[src/rtl/sync_fifo_param_if.sv]
// Handshake bundle between a single-clock producer/consumer and sync_fifo_param.
// master = producer/consumer side, slave = the FIFO itself.
interface sync_fifo_param_if #(
    parameter int unsigned DATA_WIDTH = 8,
    parameter int unsigned ADDR_WIDTH = 4
);
    logic [DATA_WIDTH-1:0] wdata;
    logic                  winc;
    logic                  wfull;
    logic                  walmost_full;
    logic                  rinc;
    logic [DATA_WIDTH-1:0] rdata;
    logic                  rempty;
    logic                  ralmost_empty;
    logic [ADDR_WIDTH:0]   count;
    logic                  overflow;
    logic                  underflow;

    modport master (
        output wdata, winc, rinc,
        input  wfull, walmost_full, rdata, rempty, ralmost_empty, count, overflow, underflow
    );

    modport slave (
        input  wdata, winc, rinc,
        output wfull, walmost_full, rdata, rempty, ralmost_empty, count, overflow, underflow
    );
endinterface

[src/rtl/sync_fifo_param.sv]
// Single-clock parametrised FIFO with registered status flags, occupancy count,
// sticky overflow/underflow and selectable standard or first-word-fall-through read.
module sync_fifo_param #(
    parameter int unsigned DATA_WIDTH    = 8,
    parameter int unsigned ADDR_WIDTH    = 4,
    parameter int unsigned AFULL_THRESH  = 14,
    parameter int unsigned AEMPTY_THRESH = 2,
    parameter int unsigned FWFT          = 0
) (
    input  logic             clk,
    input  logic             rst,
    sync_fifo_param_if.slave fifo_if
);
    localparam int unsigned DEPTH = 2 ** ADDR_WIDTH;
    localparam int unsigned CW    = ADDR_WIDTH + 1;

    localparam logic [ADDR_WIDTH:0] DepthCnt  = CW'(DEPTH);
    localparam logic [ADDR_WIDTH:0] AFullCnt  = CW'(AFULL_THRESH);
    localparam logic [ADDR_WIDTH:0] AEmptyCnt = CW'(AEMPTY_THRESH);
    localparam logic [ADDR_WIDTH:0] OneCnt    = CW'(1);

    logic [DATA_WIDTH-1:0] mem_q [DEPTH];

    logic [ADDR_WIDTH:0]   wptr_q, wptr_d;
    logic [ADDR_WIDTH:0]   rptr_q, rptr_d;
    logic [ADDR_WIDTH:0]   count_q, count_d;
    logic                  wfull_q, wfull_d;
    logic                  rempty_q, rempty_d;
    logic                  afull_q, afull_d;
    logic                  aempty_q, aempty_d;
    logic                  overflow_q, overflow_d;
    logic                  underflow_q, underflow_d;
    logic [DATA_WIDTH-1:0] rdata_q, rdata_d;
    logic [DATA_WIDTH-1:0] head_word;
    logic                  wr_en, rd_en;

    assign wr_en     = fifo_if.winc && !wfull_q;
    assign rd_en     = fifo_if.rinc && !rempty_q;
    assign head_word = mem_q[rptr_q[ADDR_WIDTH-1:0]];

    always_comb begin
        wptr_d      = wptr_q;
        rptr_d      = rptr_q;
        count_d     = count_q;
        rdata_d     = rdata_q;
        overflow_d  = overflow_q  | (fifo_if.winc && wfull_q);
        underflow_d = underflow_q | (fifo_if.rinc && rempty_q);

        if (wr_en) wptr_d = wptr_q + OneCnt;
        if (rd_en) begin
            rptr_d  = rptr_q + OneCnt;
            rdata_d = head_word;
        end

        case ({wr_en, rd_en})
            2'b10:   count_d = count_q + OneCnt;
            2'b01:   count_d = count_q - OneCnt;
            default: count_d = count_q;
        endcase

        // Flags track the post-update count so they are valid right after the edge.
        wfull_d  = (count_d == DepthCnt);
        rempty_d = (count_d == '0);
        afull_d  = (count_d >= AFullCnt);
        aempty_d = (count_d <= AEmptyCnt);
    end

    always_ff @(posedge clk or posedge rst) begin
        if (rst) begin
            wptr_q      <= '0;
            rptr_q      <= '0;
            count_q     <= '0;
            wfull_q     <= 1'b0;
            rempty_q    <= 1'b1;
            afull_q     <= (AFULL_THRESH == 0);
            aempty_q    <= 1'b1;
            overflow_q  <= 1'b0;
            underflow_q <= 1'b0;
            rdata_q     <= '0;
        end else begin
            wptr_q      <= wptr_d;
            rptr_q      <= rptr_d;
            count_q     <= count_d;
            wfull_q     <= wfull_d;
            rempty_q    <= rempty_d;
            afull_q     <= afull_d;
            aempty_q    <= aempty_d;
            overflow_q  <= overflow_d;
            underflow_q <= underflow_d;
            rdata_q     <= rdata_d;
        end
    end

    // Storage is deliberately not reset.
    always_ff @(posedge clk) begin
        if (wr_en) mem_q[wptr_q[ADDR_WIDTH-1:0]] <= fifo_if.wdata;
    end

    assign fifo_if.wfull         = wfull_q;
    assign fifo_if.walmost_full  = afull_q;
    assign fifo_if.rempty        = rempty_q;
    assign fifo_if.ralmost_empty = aempty_q;
    assign fifo_if.count         = count_q;
    assign fifo_if.overflow      = overflow_q;
    assign fifo_if.underflow     = underflow_q;
    // Fall-through mode presents the head entry directly, zeroed while empty.
    assign fifo_if.rdata = (FWFT != 0) ? (rempty_q ? '0 : head_word) : rdata_q;

endmodule

[src/flat_wrapper.sv]
// flat-port wrapper written by rule: the top's interface ports become plain ports
module sync_fifo_param_flat 
#(
    parameter int unsigned DATA_WIDTH    = 8,
    parameter int unsigned ADDR_WIDTH    = 4,
    parameter int unsigned AFULL_THRESH  = 14,
    parameter int unsigned AEMPTY_THRESH = 2,
    parameter int unsigned FWFT          = 0
)
  (clk, rst, fifo_if_wdata, fifo_if_winc, fifo_if_rinc, fifo_if_wfull, fifo_if_walmost_full, fifo_if_rdata, fifo_if_rempty, fifo_if_ralmost_empty, fifo_if_count, fifo_if_overflow, fifo_if_underflow);
  sync_fifo_param_if #(.DATA_WIDTH(DATA_WIDTH), .ADDR_WIDTH(ADDR_WIDTH)) fifo_if_i ();
  input  logic clk;
  input  logic rst;
  input wire logic [$bits(fifo_if_i.wdata)-1:0] fifo_if_wdata;
  input wire logic [$bits(fifo_if_i.winc)-1:0] fifo_if_winc;
  input wire logic [$bits(fifo_if_i.rinc)-1:0] fifo_if_rinc;
  output wire logic [$bits(fifo_if_i.wfull)-1:0] fifo_if_wfull;
  output wire logic [$bits(fifo_if_i.walmost_full)-1:0] fifo_if_walmost_full;
  output wire logic [$bits(fifo_if_i.rdata)-1:0] fifo_if_rdata;
  output wire logic [$bits(fifo_if_i.rempty)-1:0] fifo_if_rempty;
  output wire logic [$bits(fifo_if_i.ralmost_empty)-1:0] fifo_if_ralmost_empty;
  output wire logic [$bits(fifo_if_i.count)-1:0] fifo_if_count;
  output wire logic [$bits(fifo_if_i.overflow)-1:0] fifo_if_overflow;
  output wire logic [$bits(fifo_if_i.underflow)-1:0] fifo_if_underflow;
  assign fifo_if_i.wdata = fifo_if_wdata;
  assign fifo_if_i.winc = fifo_if_winc;
  assign fifo_if_i.rinc = fifo_if_rinc;
  assign fifo_if_wfull = fifo_if_i.wfull;
  assign fifo_if_walmost_full = fifo_if_i.walmost_full;
  assign fifo_if_rdata = fifo_if_i.rdata;
  assign fifo_if_rempty = fifo_if_i.rempty;
  assign fifo_if_ralmost_empty = fifo_if_i.ralmost_empty;
  assign fifo_if_count = fifo_if_i.count;
  assign fifo_if_overflow = fifo_if_i.overflow;
  assign fifo_if_underflow = fifo_if_i.underflow;
  sync_fifo_param #(.DATA_WIDTH(DATA_WIDTH), .ADDR_WIDTH(ADDR_WIDTH), .AFULL_THRESH(AFULL_THRESH), .AEMPTY_THRESH(AEMPTY_THRESH), .FWFT(FWFT)) u_core (.clk(clk), .rst(rst), .fifo_if(fifo_if_i));
endmodule
[config.mk]
export PLATFORM = sky130hd
export DESIGN_NAME = sync_fifo_param_flat
export DESIGN_NICKNAME = d
export VERILOG_FILES = /design/src/rtl/sync_fifo_param_if.sv /design/src/rtl/sync_fifo_param.sv /design/src/flat_wrapper.sv
export SDC_FILE = /design/constraint.sdc
export NUM_CORES = 1
export LEC_CHECK = 0
export ABC_AREA = 1
export CAP_MARGIN = 30
export CORE_ASPECT_RATIO = 2
export CORE_MARGIN = 1
export CORE_UTILIZATION = 45
export DETAILED_ROUTE_END_ITERATION = 12
export PLACE_DENSITY_LB_ADDON = 0.12
export SKIP_LAST_GASP = 1
export SLEW_MARGIN = 20
export SYNTH_ARGS = -nofsm -noshare
export SYNTH_HDL_FRONTEND = slang
export SYNTH_SLANG_ARGS = --single-unit
[constraint.sdc]
create_clock -name clk -period 2.9 [get_ports clk]
set_clock_uncertainty 0.1 [all_clocks]
set_input_delay 0.29 -clock clk [delete_from_list [all_inputs] [get_ports clk]]
set_output_delay 0.29 -clock clk [all_outputs]
set_load 0.02 [all_outputs]
==> results of run 1 <==
-- placed cells by master, fill, tap and decap left out, types with 3 or more instances in the layout --
master,synthesis,layout
a21oi_1,9,9
buf_4,6,24
clkbuf_16,0,17
clkdlybuf4s50_1,0,30
clkinvlp_4,0,6
dfrtp_1,25,24
edfxtp_1,128,128
ha_1,8,8
inv_1,17,17
inv_2,5,5
inv_6,0,3
mux2i_1,4,4
nand2_1,68,68
nand2_2,3,3
nand2_4,3,3
nand3_1,16,16
nand3_2,4,4
nand4_1,3,3
nor2_1,78,78
o21ai_0,58,58
o21ai_1,11,11
o221ai_1,16,16
o22ai_1,10,10
xor2_1,6,6
-- worst paths after layout --
kind                                           from  depth (start not counted)                        to  slack (ps)
setup reg to reg                   u_core.rptr_q[0]                          7   u_core.fifo_if.rdata[0]         730
min in group clk           u_core.fifo_if.underflow                          1  u_core.fifo_if.underflow         360
hold / removal                                  rst                          3   u_core.fifo_if.rdata[1]         150
setup / recovery                   u_core.rptr_q[0]                          7   u_core.fifo_if.rdata[0]         730
hold reg to reg            u_core.fifo_if.underflow                          1  u_core.fifo_if.underflow         360
max in group asynchronous                       rst                          3     u_core.fifo_if.rempty        2250
-- cells by family after synthesis --
kind of cell               after synthesis
and+or+nand+nor                        179
muxes                                    4
buffers and inverters                   45
xor gates and xnor gates                 8
AOI/OAI and AO/OA                      112
DFF                                    155
adders and majority gates                8
-- registers in the layout, indices dropped and copies added, names as in the netlist --
| register | count |
|---|---|
| u_core.fifo_if.walmost_full | 1 |
| u_core.fifo_if.ralmost_empty | 1 |
| u_core.rptr_q | 4 |
| u_core.fifo_if.underflow | 1 |
| u_core.fifo_if.overflow | 1 |
| u_core.fifo_if.rempty | 1 |
| u_core.mem_q | 128 |
| u_core.fifo_if.count | 5 |
| u_core.fifo_if.wfull | 1 |
| u_core.wptr_q | 4 |
| u_core.fifo_if.rdata | 8 |
-- report_power, final --
group	internal, mW	leakage, nW	switching [mW]	total, mW
Combinational	0.945	1.02	1.83	2.77
Clock	1.18	0.249	0.878	2.06
Sequential	2.79	1.47	0.210	3.00
-- metal layers --
metal	wire, µm	part of all wire, %
met1	5310	36
met2	8700	59
met3	466	3.1
met4	352	2.4
met5	0	0
-- final cells by class --
cell class / count / area [µm²] / share of cell area (%)
clock buffer: 18 / 429 / 5.69
clock inverter: 13 / 119 / 1.58
inverter: 23 / 86.3 / 1.14
multi-input combinational: 311 / 1650 / 21.8
sequential: 155 / 4520 / 60.0
tap: 189 / 236 / 3.14
timing repair buffer: 55 / 500 / 6.64
-- worst min-delay path: stages --
cell and delay [ps]:
clkdlybuf4s50_1 400, inv_1 50, buf_4 330
==> flow_summary.json, run 1 <==
{
  "gr-total-overflow": 0,
  "synth_top_area_share_pct": 60.4,
  "required_ps": 3160,
  "slew_headroom_pct": 52.0,
  "drt_pass1_iterations": 5,
  "max-vdd-ir-drop_mv": 0.600,
  "root_buffer": "clkbuf_16",
  "finalNonFillerCells": 764,
  "synth_edf_count": 128,
  "cp-end-kind": "flop",
  "globalplace.congestion": 0.798,
  "max_stage_delay_ps": 470,
  "die_w_um": 86.1,
  "busiest_layer": "met2",
  "ys_seq_area_share_pct": 71.0,
  "grt_max_degree": 69,
  "drive_gt1_share_pct": 13.2,
  "synth_area_leaders": "edfxtp_1 (60%), dfrtp_1 (9.8%), nor2_1 (4.6%), o21ai_0 (4.6%), nand2_1 (4.0%)",
  "cts_buffer_depth": 2,
  "critical_path_buf_inv_count": 1,
  "cts_hold_buf": 0,
  "cts.repair.resized": 0,
  "rows": 61,
  "initial_core_util_pct": 45.8,
  "period_needed_ps": 2170,
  "ys_top_cells_by_count": "edfxtp_1 (128), nor2_1 (78), nand2_1 (68)",
  "synthAdderAreaFrac_pct": 1.57,
  "cts.sinks": 155,
  "synth_compound_area_share_pct": 10.3,
  "clock_latency_ps": 410,
  "grt_pass1_vias": 4202,
  "synthCells": 511,
  "synth_top_family_by_area": "simple AND/OR/NAND/NOR gates",
  "yosys.area_share.simple_pct": 12.2,
  "nFillCells": 1221,
  "fmax_ghz": 0.460,
  "grt_first_pass_wirelength_mm": 22.6,
  "synth_ff_type": "edfxtp_1",
  "synth.avg_cell_area_um2": 12.5,
  "hold_viol": 0,
  "final_max_slew_viol_count": 0,
  "ios": 31,
  "design_area_um2": 7540,
  "cts.clk_slew.worst_paths_ps": 70,
  "setup_viol": 0,
  "drt_iter0_drc": 231,
  "die_y_um": 170,
  "yosys_warnings": 0,
  "cts_buffers": 17,
  "yosysMostFrequentCell": "edfxtp_1",
  "synthXorXnorAreaFrac_pct": 1.10,
  "dp.cells": 733,
  "core_area_um2": 13900,
  "grtUsageMet1_pct": 22.3,
  "status": "finished, final reports clean",
  "cp_max_fo": 39,
  "cts_tree": "built",
  "synth_seq_cells": 155,
  "setup_tns_ps": 0,
  "grt_usage_pct": 21.7,
  "max-cap-violations": 0,
  "synth_top_area_cell": "edfxtp_1",
  "whs_ps": 149,
  "drt.antenna.violating_nets": 0,
  "htreeDepth": 4,
  "worstSetupStartpointType": "flop",
  "antenna_found_initial": 0,
  "worst_pin_slew_ps": 718,
  "power_mw": 7.83,
  "final_util_pct": 54.3,
  "post_cts_buffers": 0,
  "die_area_um2": 14700,
  "postPlaceCellArea_um2": 6990,
  "use_met2_pct": 41.6,
  "synth_nets": 531,
  "ys_types": 34,
  "netlist_area_um2": 6370,
  "synth_mux_area_share_pct": 0.629,
  "area_delta_synth_final_pct": 18.4,
  "critPathArrivalTime_ps": 2430,
  "fin_crit_sh_pct": 74.9,
  "crit_family": "compound AO/OA/AOI/OAI gates",
  "slowest_stage": "inv_2",
  "diodes": 0,
  "min_path_type": "primary input to asynchronous set/reset pin",
  "p_leak_nw": 2.74,
  "gr-usage-met3_pct": 4.27,
  "io_buffers": 30,
  "async_flop_share_pct": 17.4,
  "final_nets": 583,
  "vias": 4075,
  "drt_wl_total_mm": 14.8,
  "crit_type": "flop to flop",
  "drc_errors": 0,
  "dp_hpwl_mm": 9.98,
  "viasPerCell": 5.33,
  "pwr_density_cell_nw_per_um2": 1040,
  "routedWlPerCell_um": 19.4,
  "path_cells": "inv_2 -> o21ai_0 -> o22ai_1 -> o21ai_0 -> o21ai_1 -> nand2_1 -> nand2_1",
  "rsz0062_at_grt": "no",
  "place_ws_ps": 505,
  "setup_slack_ps": 728
}
Power figures use the tool's default switching activity.
==> inputs of run 2 (changes only) <==
clock period = 2.25 ns   (was 2.9 ns; I/O delays follow)
==> run 2 against run 1 <==
- cell area is 2.1% higher
- via count is 1.3% higher
- cell count is 2.0% higher
- sequential share of layout area is 1.2 points lower
- combinational power is 36% higher
- register-to-register slack worse by 480 ps
- largest cell class unchanged
- fmax is 8.7% higher
- critical path type unchanged
- highest routed layer unchanged
==> flow_summary.json, run 2 (synthesis results as in run 1) <==
{
  "whs_ps": 91.8,
  "postPlaceCellArea_um2": 7100,
  "routedWlPerCell_um": 19.3,
  "critPathArrivalTime_ps": 2250,
  "pwr_density_cell_nw_per_um2": 1360,
  "grt_pass1_vias": 4351,
  "post_cts_buffers": 0,
  "rows": 61,
  "rsz0062_at_grt": "no",
  "critical_path_buf_inv_count": 1,
  "viasPerCell": 5.30,
  "design_area_um2": 7700,
  "cts_tree": "built",
  "fmax_ghz": 0.500,
  "cts_hold_buf": 0,
  "cts_buffer_depth": 2,
  "largest_register_ffs": 128,
  "clock_latency_ps": 410,
  "hold_viol": 0,
  "gr-total-overflow": 0,
  "dp.cells": 747,
  "cts_buffers": 17,
  "crit_type": "flop to flop",
  "initial_core_util_pct": 45.8,
  "drt_wl_total_mm": 15.1,
  "die_w_um": 86.1,
  "setup_viol": 0,
  "ios": 31,
  "grt_max_degree": 41,
  "setup_tns_ps": 0,
  "crit_family": "compound AO/OA/AOI/OAI gates",
  "antenna_found_initial": 0,
  "slowest_stage": "dfrtp_2",
  "slew_headroom_pct": 56.6,
  "grt_usage_pct": 22.4,
  "final_max_slew_viol_count": 0,
  "ff2ff_path_depth": 7,
  "drt_iter0_drc": 247,
  "status": "finished, final reports clean",
  "core_area_um2": 13900,
  "final_nets": 597,
  "vias": 4127,
  "grt_first_pass_wirelength_mm": 23.7,
  "worst_pin_slew_ps": 649,
  "fin_crit_sh_pct": 88.8,
  "io_buffers": 30,
  "finalNonFillerCells": 779,
  "drt_pass1_iterations": 4,
  "max-vdd-ir-drop_mv": 0.839,
  "max-cap-violations": 0,
  "cts.clk_slew.worst_paths_ps": 60,
  "cp_max_fo": 40,
  "cp_num_cells": 7,
  "cts.sinks": 155,
  "max_stage_delay_ps": 370,
  "htreeDepth": 4,
  "drt.antenna.violating_nets": 0,
  "die_area_um2": 14700,
  "min_path_type": "primary input to asynchronous set/reset pin",
  "globalplace.congestion": 0.761,
  "root_buffer": "clkbuf_16",
  "diodes": 0,
  "p_leak_nw": 2.85,
  "path_cells": "buf_4 -> o21ai_0 -> o22ai_1 -> o21ai_0 -> o21ai_1 -> nand2_1 -> nand2_1",
  "die_y_um": 170,
  "drive_gt1_share_pct": 15.4,
  "worstSetupStartpointType": "flop",
  "final_cell_mix": "edfxtp_1 (128), nor2_1 (78), nand2_1 (68)",
  "layout_commonest_cell": "edfxtp_1",
  "cts.repair.resized": 0,
  "drc_errors": 0,
  "cp-end-kind": "flop",
  "required_ps": 2500,
  "area_delta_synth_final_pct": 20.9,
  "period_needed_ps": 2000,
  "dp_hpwl_mm": 10.5
}
==> run 2: cell types whose count changed in the layout (fill, tap and decap cells not counted), sizes merged <==
cell and change:
buf +14, bufinv +2, clkbuf +1, clkinv +4, clkinvlp -5, inv -1
==> run 2: power by group <==
part	switching, mW	internal (mW)	total (mW)
Clock	1.12	1.76	2.87
Sequential	0.259	3.59	3.85
Combinational	2.43	1.34	3.77
Total	3.81	6.69	10.5
==> run 2: path summary, 6_finish.rpt <==
kind	slack, ps	end	from
max	250	u_core.fifo_if.rdata[4]	u_core.rptr_q[0]
min	90	u_core.fifo_if.underflow	rst
max reg2reg	250	u_core.fifo_if.rdata[4]	u_core.rptr_q[0]
min reg2reg	360	u_core.fifo_if.underflow	u_core.fifo_if.underflow
max in group asynchronous	1650	u_core.fifo_if.rempty	rst
min in group clk	360	u_core.fifo_if.underflow	fifo_if_rinc
==> run 2: metal layers <==
| layer | vias up | track usage [%] | wire length, µm |
|---|---|---|---|
| met5 | - | 0 | 0 |
| li1 | 1975 | - | - |
| met4 | 0 | 7.68 | 254 |
| met2 | 67 | 43.5 | 8950 |
| met1 | 2070 | 23.7 | 5570 |
| met3 | 15 | 3.44 | 298 |
==> run 2: tightest hold or removal path: stages <==
cell and delay [ps]:
clkdlybuf4s50_1 390, inv_1 60, buf_4 340
==> run 2: area by class of cell <==
type	count	area, µm²
clock buffers	19	433
clock inverters	13	169
fillers	1227	6190
inverters	23	86.3
multi-input cells	311	1650
flip-flops and latches	155	4520
well taps	189	236
repair buffers	69	606
==> run 2: through the flow <==
step	utilization, %	setup slack (ps)	power [mW]
after floorplan	-	211	6.20
after global placement	51.1	44.1	7.64
after detailed placement	51.1	-22.7	7.70
after CTS	55.4	238	10.6
after global routing	55.4	38.1	11.1
final	55.4	251	10.5
